===== src/rtl/flash_arb.sv =====
// rtl/flash_arb.sv - two-master QSPI flash read arbiter; optional response timeout via FLASH_ARB_TIMEOUT_EN
module flash_arb #(
   parameter int ADDR_W   = 24,
   parameter int LOCK_MAX = 8,
   parameter int TIMEOUT  = 1023
) (
   input  logic              clk,
   input  logic              reset,
   input  logic              m0_valid,
   output logic              m0_ready,
   input  logic [ADDR_W-1:0] m0_addr,
   output logic [31:0]       m0_rdata,
   input  logic              m1_valid,
   output logic              m1_ready,
   input  logic [ADDR_W-1:0] m1_addr,
   output logic [31:0]       m1_rdata,
   input  logic              m1_lock,
   output logic              s_valid,
   input  logic              s_ready,
   output logic [ADDR_W-1:0] s_addr,
   input  logic [31:0]       s_rdata,
   output logic [1:0]        grant,
   output logic              busy,
   output logic              err,
   input  logic              err_clr
);
   localparam int CNT_W = $clog2(LOCK_MAX + 1);
   localparam logic [CNT_W-1:0] LOCK_LIM = CNT_W'(LOCK_MAX);

   typedef enum logic [1:0] {IDLE, BUSY0, BUSY1, DONE} state_t;

   state_t           state;
   logic             last_owner;   // 1 = m1 owned the previous transaction
   logic [CNT_W-1:0] lock_cnt;
   logic             pick_m1;
   logic             lock_hold;
   logic             req_any;
   logic             tmo;
   logic             done_now;
   logic [31:0]      resp_data;

   assign req_any = m0_valid | m1_valid;

   // Choose the next owner: single requester wins, ties alternate unless the loader burst lock holds m1
   always_comb begin
      lock_hold = m1_lock && last_owner && (lock_cnt < LOCK_LIM);
      if (m0_valid && m1_valid)
         pick_m1 = lock_hold ? 1'b1 : ~last_owner;
      else
         pick_m1 = m1_valid;
   end

`ifdef FLASH_ARB_TIMEOUT_EN
   localparam logic [15:0] TMO_LAST = 16'(TIMEOUT - 1);
   logic [15:0] timer;

   // Timeout fires during the TIMEOUT-th busy cycle that has seen no response
   assign tmo = busy && !s_ready && (timer == TMO_LAST);

   // Count busy cycles waiting on the controller; restart for every transaction
   always_ff @(posedge clk or posedge reset) begin
      if (reset)
         timer <= '0;
      else if (busy && !s_ready && !tmo)
         timer <= timer + 16'd1;
      else
         timer <= '0;
   end

   // Sticky timeout flag; a timeout beats a simultaneous clear
   always_ff @(posedge clk or posedge reset) begin
      if (reset)
         err <= 1'b0;
      else if (tmo)
         err <= 1'b1;
      else if (err_clr)
         err <= 1'b0;
   end
`else
   assign tmo = 1'b0;
   assign err = 1'b0;
`endif

   assign done_now  = busy && (s_ready || tmo);
   assign resp_data = tmo ? 32'hFFFF_FFFF : s_rdata;
   assign m0_ready  = done_now && m0_valid && grant[0];
   assign m1_ready  = done_now && m1_valid && grant[1];
   assign m0_rdata  = grant[0] ? resp_data : 32'h0;
   assign m1_rdata  = grant[1] ? resp_data : 32'h0;

   // Transaction sequencer with registered downstream request, grant and busy
   always_ff @(posedge clk or posedge reset) begin
      if (reset) begin
         state      <= IDLE;
         s_valid    <= 1'b0;
         s_addr     <= '0;
         grant      <= 2'b00;
         busy       <= 1'b0;
         last_owner <= 1'b1;
      end else begin
         case (state)
            IDLE: begin
               if (req_any) begin
                  state      <= pick_m1 ? BUSY1 : BUSY0;
                  s_valid    <= 1'b1;
                  s_addr     <= pick_m1 ? m1_addr : m0_addr;
                  grant      <= pick_m1 ? 2'b10 : 2'b01;
                  busy       <= 1'b1;
                  last_owner <= pick_m1;
               end
            end
            BUSY0, BUSY1: begin
               if (done_now) begin
                  state   <= DONE;
                  s_valid <= 1'b0;
                  grant   <= 2'b00;
                  busy    <= 1'b0;
               end
            end
            default: state <= IDLE;
         endcase
      end
   end

   // Count loader grants taken while the CPU is waiting; any CPU grant or dropped lock restarts it
   always_ff @(posedge clk or posedge reset) begin
      if (reset)
         lock_cnt <= '0;
      else if (!m1_lock)
         lock_cnt <= '0;
      else if (state == IDLE && req_any) begin
         if (!pick_m1)
            lock_cnt <= '0;
         else if (m0_valid && lock_cnt < LOCK_LIM)
            lock_cnt <= lock_cnt + 1'b1;
      end
   end
endmodule


===== config.mk =====
export PLATFORM = sky130hd
export DESIGN_NAME = flash_arb
export DESIGN_NICKNAME = d
export VERILOG_FILES = /design/src/rtl/flash_arb.sv
export SDC_FILE = /design/constraint.sdc
export NUM_CORES = 1
export LEC_CHECK = 0
export ABC_AREA = 0
export CORE_MARGIN = 5
export CORE_UTILIZATION = 29
export CTS_CLUSTER_SIZE = 30
export DETAILED_ROUTE_END_ITERATION = 12
export GPL_TIMING_DRIVEN = 0
export PLACE_DENSITY = 0.83
export SYNTH_ARGS = -nofsm -noshare
export SYNTH_HDL_FRONTEND = slang
export SYNTH_SLANG_ARGS = --single-unit

===== constraint.sdc =====
create_clock -name clk -period 1.3 [get_ports clk]
set_input_delay 0.26 -clock clk [delete_from_list [all_inputs] [get_ports clk]]
set_output_delay 0.26 -clock clk [all_outputs]
set_load 0.005 [all_outputs]

* Word-level counts from Yosys, hierarchy flattened
Index checks and enable logic that the tools add are counted.
Storage, ports and cells: bits in registers 34, input bits 87, output and inout bits 95, word-level logic and storage cells 51
Cells by class: $add $sub $neg 1, order comparisons 1, equal/unequal tests 6, muxes and demuxes 18, bitwise logic cells 2, reductions and logical operators 17
Operators by type and width (number):
- $mux 32 | 2
- $mux 24 | 1
- $mux 4 | 4
- $logic_and 1x1->1 | 10
- $mux 2 | 4
- $pmux 2 s2 | 2
- $reduce_and 2->1 | 3
- $add 4x1->4 const B | 1
- $lt 4x4->1 const B | 1
- $mux 1 | 4
- $ne 2x2->1 const B | 2
- $ne 3x2->1 const B | 1
- $reduce_and 3->1 | 1
- $eq 2x1->1 const B | 1
- $eq 2x2->1 const B | 1
- $logic_not 2->1 | 1
- $ne 2x1->1 const B | 1
- $pmux 1 s2 | 1
- $reduce_bool 2->1 | 1
- $reduce_or 2->1 | 1
- $not 1->1 | 1
- $or 1x1->1 | 1

* Longest topological paths before layout
Gate-level depths: netlist of run 1.
depth in word-level cells 7, gate-level depth with buffers 8, gate-level depth less buffers 5

* Worst setup path after synthesis of run 1
OpenSTA, ideal clock, no wires.
path kind reg-to-reg, start point register state[0], end point register grant[0], setup time 0.121 ns, data arrival time 1.343 ns, data required time 1.179 ns, path slack -0.164 ns, cell stages (with the launch flop) 6, buffers on the path 0, clock period less this slack 1.464 ns, cells stage by stage dfrtp_1 inv_1 ha_1 a22o_1 o21bai_1 a22o_1
On the way: word-level cells in the longest chain between the ends 4, elaborated cells between the ends (all ways) 9, classes of those cells eq/ne (4); mux (1); reduce/logical (4)
RTL lines:
- start, declared | RTL line 32 | state_t state;
- start signal, assigned | RTL line 104 | state <= pick_m1 ? BUSY1 : BUSY0;
- $eq 2x1->1 / $eq 2x2->1 (equally long branches) | RTL line 101 | case (state)
- $reduce_or 2->1 | RTL line 101
- $ne 2x2->1 (no line) / $reduce_bool 2->1 (equally long branches)
- $reduce_and 3->1 (no line)
- end signal, assigned | RTL line 107 | grant <= pick_m1 ? 2'b10 : 2'b01;
- end, declared | RTL line 22 | output logic [1:0] grant,
Parallel ways exist; a longest one is shown, timed or not. A chain may end at the register's enable or synchronous reset.

* Final worst setup path of run 1
start point register grant[0], end point output port m0_rdata[15]
On the way: word-level cells in the longest chain between the ends 1
RTL lines:
- $mux 32 | RTL line 88 | assign m0_rdata = grant[0] ? resp_data : 32'h0;
- end, declared | RTL line 12 | output logic [31:0] m0_rdata,
Every way passes these cells.

==> metrics.md, run 1 <==
| Metric | Value |
|---|---|
| Tcrit/Tclk final | `125%` |
| Max-cap viol count | `0` |
| Peak VDD IR | `818 uV` |
| Pwr/cell area | `1640 mW/mm2` |
| Ys flop type | `dfrtp_1` |
| Min-Delay Path Class | `in2async` |
| Final setup violation count | `98` |
| Antenna Violating Nets Remaining | `0` |
| Hold slack final | `0.440 ns` |
| Max Slew Vio Count | `0` |
| Critical path depth in cells | `4` |
| Syn_nets | `323` |
| FF-to-FF setup slack | `-0.23 ns` |
| Starting Density | `29.6%` |
| Flop pwr share | `22.7%` |
| Synth-to-layout area growth | `132%` |
| Slowest CP cell | `dfrtp_2` |
| Number of global-route vias before repair | `2743` |
| Setup crit end kind | `primary output` |
| Netlist cell types | `32` |
| Seq/Total Area, Yosys | `40.2%` |
| Clock Skew | `0.0120 ns` |
| Mapped cell area | `0.00212 mm2` |
| Sw Share | `35.6%` |
| CP Cell Sequence | `clkbuf_8 -> buf_6 -> and2_4 -> buf_6` |
| Leading area contributor after synthesis | `dfrtp_1` |
| RSZ-0062 raised after global routing | `true` |
| Post-DP HPWL | `6590 um` |
| CP startpoint kind | `flop` |
| Final hold violation count | `0` |
| Final wirelength | `10000 um` |
| CTS sink cnt | `34` |
| Pre-CTS setup slack | `-0.594 ns` |
| GRT met2 Usage | `35.7%` |
| CP required | `1.04 ns` |
| Internal power | `0.00521 W` |
| CP arrival | `1.37 ns` |
| Max-Slew Margin vs Limit | `51.2%` |
| Worst r2r dst | `s_addr[15]` |
| Hold_buf cts | `0` |
| WL/cell | `17.8 um` |
| Reg clk slew, reported paths | `0.07 ns` |
| Largest net degree at the start of global routing | `35` |
| Row count | `31` |
| Setup TNS | `-19.83 ns` |
| DRT Pass-1 Iters | `4` |
| Total number of vias | `2607` |
| Worst skew pair latency | `0.28 ns` |
| Die span in x | `95.5 um` |
| Critical path buffers and inverters | `3` |
| Kind of cell adding the most delay to the critical path | `flip-flops` |
| CP max stage delay | `0.52 ns` |
| Final net count | `555` |
| Die height | `95.5 um` |
| Core ar. | `0.00718 mm2` |
| Crit Path Max Fanout | `8` |
| GRT busiest layer | `met2` |
| GRT met1 Usage | `20.2%` |
| Total CTS buffers | `5` |
| Mapped Cells | `233` |
| Mapped Avg Cell Area | `9.11 um2` |
| Overflow after GRT | `0` |
| Yosys reg bits | `34` |
| Synth warnings | `0` |
| Placed cell count | `511` |
| Total net switching power | `0.00288 W` |
| Routability Congestion | `0.782` |
| Worst-Margin Slew | `0.730 ns` |
| Worst Setup Path Type | `reg2out` |
| Fin crit period | `1.63 ns` |
| EDFF count, synth | `0` |
| Number of antenna violations at the first check in global routing | `1` |
| DRC viols | `0` |
| Root Driver | `clkbuf_8` |
| Buffers on Ports | `179` |
| Clock Power Share | `9.1%` |
| Post-route insts no fill | `565` |
| Max Freq | `613 MHz` |
| CTS H-Tree Depth | `2` |
| DRT iter0 DRCs | `60` |
| P_leak | `2.40 nW` |
| Reg2reg start | `last_owner` |
| Failing checks | `negative setup slack` |
| TritonCTS clock tree | `built` |
| Gr usage total | `19.3%` |
| First-pass GRT wire length | `13500 um` |
| CTS max path bufs | `2` |
| Ratio of cells with drive above 1 in the final layout | `47.7%` |
| CP Launch Point | `grant[0]` |
| Setup ws final | `-0.331 ns` |
| Area contributors post-synth | `dfrtp_1 39%, and2_1 19%, mux2i_1 11%` |
| Number of cells on the worst reg-to-reg path | `6` |
| Met3 Usage GRT | `6.08%` |
| Die ar. | `0.00913 mm2` |
| Io pins | `182` |
| Synth async-reset ratio | `100%` |
| Status | `complete, but fails checks` |
| Top cell type's share of synthesized area | `38.9%` |
| Via density per instance | `4.61` |
| Cell mode on critical path | `buf_6` |
| Combinational share of power | `68.2%` |
==> worst max-delay path by stage <==
stage                   endpoint  slack [ns]
floorplan               grant[0]       -0.09
global placement      s_addr[15]       -0.58
detailed placement    s_addr[15]       -0.59
CTS                 m1_rdata[31]       -0.32
global route         m0_rdata[7]       -0.38
finish              m0_rdata[15]       -0.33
==> sequential cells by signal (all words and copies together), names as in the netlist <==
name and cells:
s_addr 24, last_owner 1, busy 1, state 2
grant 2, lock_cnt 4
==> through the flow <==
stage                     power, W  utilization (%)  cell area (um2)
after floorplan            0.00364                -             2170
after global placement     0.00572             56.9             4080
after detailed placement   0.00584             56.9             4080
after CTS                  0.00730             63.3             4540
after global routing       0.00862             68.7             4930
final                      0.00810             68.7             4930
==> kinds of logic after synthesis <==
family / synth area share, %
fa+ha+maj: 1.77
compound gates: 13.0
flops: 40.2
simple gates: 27.2
other cells: 0.177
buf+inv: 6.37
mux: 11.3
==> what timing repair did <==
item	CTS	global route
buffers inserted	34	10
pin swaps	32	17
endpoints found under the setup margin	161	103
resized for setup	388	117
gates cloned	8	0
==> power by group through the flow <==
stage                     Clock, W  Sequential, W  Combinational [W]
after CTS                 0.000759        0.00181            0.00473
final                     0.000740        0.00184            0.00552
after floorplan                  0        0.00184            0.00181
after detailed placement         0        0.00184            0.00400
after global routing      0.000799        0.00189            0.00593
after global placement           0        0.00182            0.00389
==> final cells by class <==
| cell class | count | area (um2) |
|---|---|---|
| buffer | 15 | 174 |
| tap | 99 | 124 |
| clock buffer | 6 | 72.6 |
| antenna | 1 | 2.50 |
| fill | 506 | 2240 |
| multi-input combinational | 177 | 1390 |
| sequential | 34 | 855 |
| clock inverter | 1 | 7.51 |
| timing repair buffer | 227 | 2280 |
| inverter | 5 | 22.5 |
==> cells in the final DEF (no fill, tap or decap), drive strengths merged <==
master and count:
buf 124, o21a 1, a21o 2, ha 3, nand4 1, clkbuf 14
dlygate4sd2 28, nand3 1, a22o 4, a21oi 2, o31ai 2, conb 1
o21ai 29, dfstp 1, dfrtp 33, a31oi 1, nand3b 1, mux2i 24
clkdlybuf4s50 82, inv 4, nand2 33, nor2 4, nor2b 1, o21bai 2
diode 1, clkinvlp 2, nor3b 1, and2 64
==> metal layers <==
layer  vias to the layer above  routed length [um]
met2                       139                5220
li1                       1233                   -
met5                         -                   0
met1                      1223                3730
met4                         0                 192
met3                        12                 895
==> cells in the mapped netlist, types with 3 or more instances <==
| cell type | instances |
|---|---|
| a22o_1 | 4 |
| and2_1 | 64 |
| buf_2 | 4 |
| clkbuf_1 | 8 |
| dfrtp_1 | 33 |
| ha_1 | 3 |
| inv_1 | 5 |
| mux2i_1 | 24 |
| nand2_1 | 32 |
| nor2_1 | 4 |
| o21ai_0 | 9 |
| o21ai_1 | 15 |
| o21ai_2 | 5 |
No activity file was read; power rests on OpenSTA's default activity.
==> inputs of run 2 (changes only) <==
- CORE_UTILIZATION: 29 -> 26
- PLACE_DENSITY: 0.83 -> 0.77
- SLEW_MARGIN: default -> 25
==> run 2 against run 1 <==
Compared with the run above: the run still ends with negative setup slack left; sequential power about the same; final area up 0.36%; register-to-register slack better by 0.06 ns; global-route usage is 2.9 points lower; via count decreased by 1.6%; worst hold slack lost 0.033 ns; largest power group unchanged; sequential share of layout area down 0.061 points; fmax increased by 2.8%; setup slack better by 0.045 ns; flip-flop and latch count unchanged; clock-buffer cell count did not move.
==> metrics.md, run 2 (synthesized netlist as in run 1, its figures left out) <==
| Metric | Value |
|---|---|
| Final setup violation count | `99 (was 98)` |
| Worst Setup Path Type | `reg2out (unchanged)` |
| Commonest cells after routing, fill and taps aside | `83 x clkdlybuf4s50_1, 81 x buf_6, 52 x and2_4 (was 82 x clkdlybuf4s50_1, 80 x buf_6, 52 x and2_4)` |
| Core ar. | `0.00809 mm2 (was 0.00718 mm2)` |
| Worst skew pair latency | `0.29 ns (was 0.28 ns)` |
| Pwr/cell area | `1610 mW/mm2 (was 1640 mW/mm2)` |
| CP arrival | `1.33 ns (was 1.37 ns)` |
| Met2 wire length | `4570 um (was 5220 um)` |
| Clock Skew | `0.0120 ns (about the same)` |
| Final net count | `553 (was 555)` |
| Max-cap viol count | `0 (unchanged)` |
| Setup ws final | `-0.286 ns (was -0.331 ns)` |
| Ratio of cells with drive above 1 in the final layout | `49.4% (was 47.7%)` |
| Via density per instance | `4.51 (was 4.61)` |
| Gr usage total | `16.4% (was 19.3%)` |
| Reg clk slew, reported paths | `0.08 ns (was 0.07 ns)` |
| Highest metal used | `met4 (unchanged)` |
| Max Freq | `630 MHz (was 613 MHz)` |
| Max-Slew Margin vs Limit | `52.9% (was 51.2%)` |
| CTS sink cnt | `34 (unchanged)` |
| CTS max path bufs | `2 (unchanged)` |
| Antenna Violating Nets Remaining | `0 (unchanged)` |
| P_leak | `2.38 nW (was 2.40 nW)` |
| Total number of vias | `2564 (was 2607)` |
| Worst-Margin Slew | `0.705 ns (was 0.730 ns)` |
| Io pins | `182 (unchanged)` |
| Die ar. | `0.0101 mm2 (was 0.00913 mm2)` |
| Total CTS buffers | `5 (unchanged)` |
| First-pass GRT wire length | `13400 um (was 13500 um)` |
| Buffers on Ports | `179 (unchanged)` |
| Status | `complete, but fails checks (unchanged)` |
| Met3 Routed Length | `824 um (was 895 um)` |
| Root Driver | `clkbuf_8 (unchanged)` |
| DRT iter0 DRCs | `37 (was 60)` |
| Final hold violation count | `0 (unchanged)` |
| CP required | `1.04 ns (about the same)` |
| Ant. Diodes | `0 (was 1)` |
| Row count | `33 (was 31)` |
| Number of antenna violations at the first check in global routing | `0 (was 1)` |
| TritonCTS clock tree | `built (unchanged)` |
| Overflow after GRT | `0 (unchanged)` |
| Routability Congestion | `0.838 (was 0.782)` |
| Number of global-route vias before repair | `2695 (was 2743)` |
| CP startpoint kind | `flop (unchanged)` |
| Hold slack final | `0.407 ns (was 0.440 ns)` |
| Setup crit end kind | `primary output (unchanged)` |
| Peak VDD IR | `871 uV (was 818 uV)` |
| DRT met1 WL | `3520 um (was 3730 um)` |
| Fin crit period | `1.59 ns (was 1.63 ns)` |
| Tcrit/Tclk final | `122% (was 125%)` |
| Pre-CTS setup slack | `-0.628 ns (was -0.594 ns)` |
| Crit Path Max Fanout | `8 (unchanged)` |
| Starting Density | `26.2% (was 29.6%)` |
| CTS H-Tree Depth | `2 (unchanged)` |
| Final wirelength | `8990 um (was 10000 um)` |
| DRT Pass-1 Iters | `4 (unchanged)` |
| Max Slew Vio Count | `0 (unchanged)` |
| DRC viols | `0 (unchanged)` |
| Synth-to-layout area growth | `133% (was 132%)` |
| Largest net degree at the start of global routing | `35 (unchanged)` |
| Min-Delay Path Class | `in2async (unchanged)` |
| Commonest non-fill, non-tap cell in the layout | `clkdlybuf4s50_1 (unchanged)` |
| Die span in x | `100 um (was 95.5 um)` |
| Max reg flops | `24 (unchanged)` |
| Largest Register | `s_addr (unchanged)` |
| Number of cells on the worst reg-to-reg path | `7 (was 6)` |
| Post-DP HPWL | `6310 um (was 6590 um)` |
| Die height | `100 um (was 95.5 um)` |
| Failing checks | `negative setup slack (unchanged)` |
| RSZ-0062 raised after global routing | `true (unchanged)` |
| WL/cell | `15.8 um (was 17.8 um)` |
| Largest regs | `s_addr x24, lock_cnt x4 (unchanged)` |
==> run 2: timing repair <==
item	in CTS	in global routing
cloned	7	1
gates resized for setup	433	76
buffers inserted	35	5
pin swaps	32	7
endpoints found under the setup margin	127	103
hold buffers	0	0
==> run 2: stage by stage <==
stage          util [%]  setup TNS [ns]  power [W]  area [um2]  std cells
6_report           61.2          -16.92    0.00799        4950        569
5_1_grt            61.2          -22.43    0.00853        4950        569
4_1_cts            57.3          -17.87    0.00745        4640        565
3_5_place_dp       50.6          -44.55    0.00583        4090        517
3_3_place_gp       50.6          -62.04    0.00572        4090        517
2_1_floorplan         -           -1.19    0.00364        2170        233
==> run 2: path summary, 6_finish.rpt <==
kind	from	slack, ns	end
setup / recovery	grant[0]	-0.29	m0_rdata[20]
hold / removal	reset	0.41	s_addr[20]
setup reg to reg	last_owner	-0.17	s_addr[1]
hold reg to reg	s_addr[8]	0.48	s_addr[8]
max in group asynchronous	reset	0.39	grant[1]
min in group clk	s_addr[8]	0.48	s_addr[8]
==> run 2: power breakdown <==
group / total (W) / switching, W / leakage (nW) / internal [W]
clock network: 0.000813 / 0.000388 / 0.0472 / 0.000426
logic: 0.00537 / 0.00209 / 1.91 / 0.00327
registers: 0.00181 / 0.000273 / 0.422 / 0.00154
total: 0.00799 / 0.00275 / 2.38 / 0.00523
==> run 2: routing by layer <==
metal  GRT usage (%)  vias to the layer above
met5               0                        -
met4            3.11                        0
met3            4.86                        8
met2            29.6                      129
met1            19.2                     1196
li1                -                     1231
==> run 2: layout make-up <==
cell class                 count  area (um2)
fill                         665        3140
multi-input combinational    177        1400
clock inverter                 2        12.5
clock buffer                   6        82.6
inverter                       5        18.8
tap                          105         131
buffer                        16         194
sequential                    34         855
timing repair buffer         224        2260
==> run 2: critical path, cell delays in order (launching register included) <==
cell	delay (ns)
dfrtp_2	0.50
clkbuf_8	0.18
buf_6	0.11
and2_4	0.15
buf_6	0.11
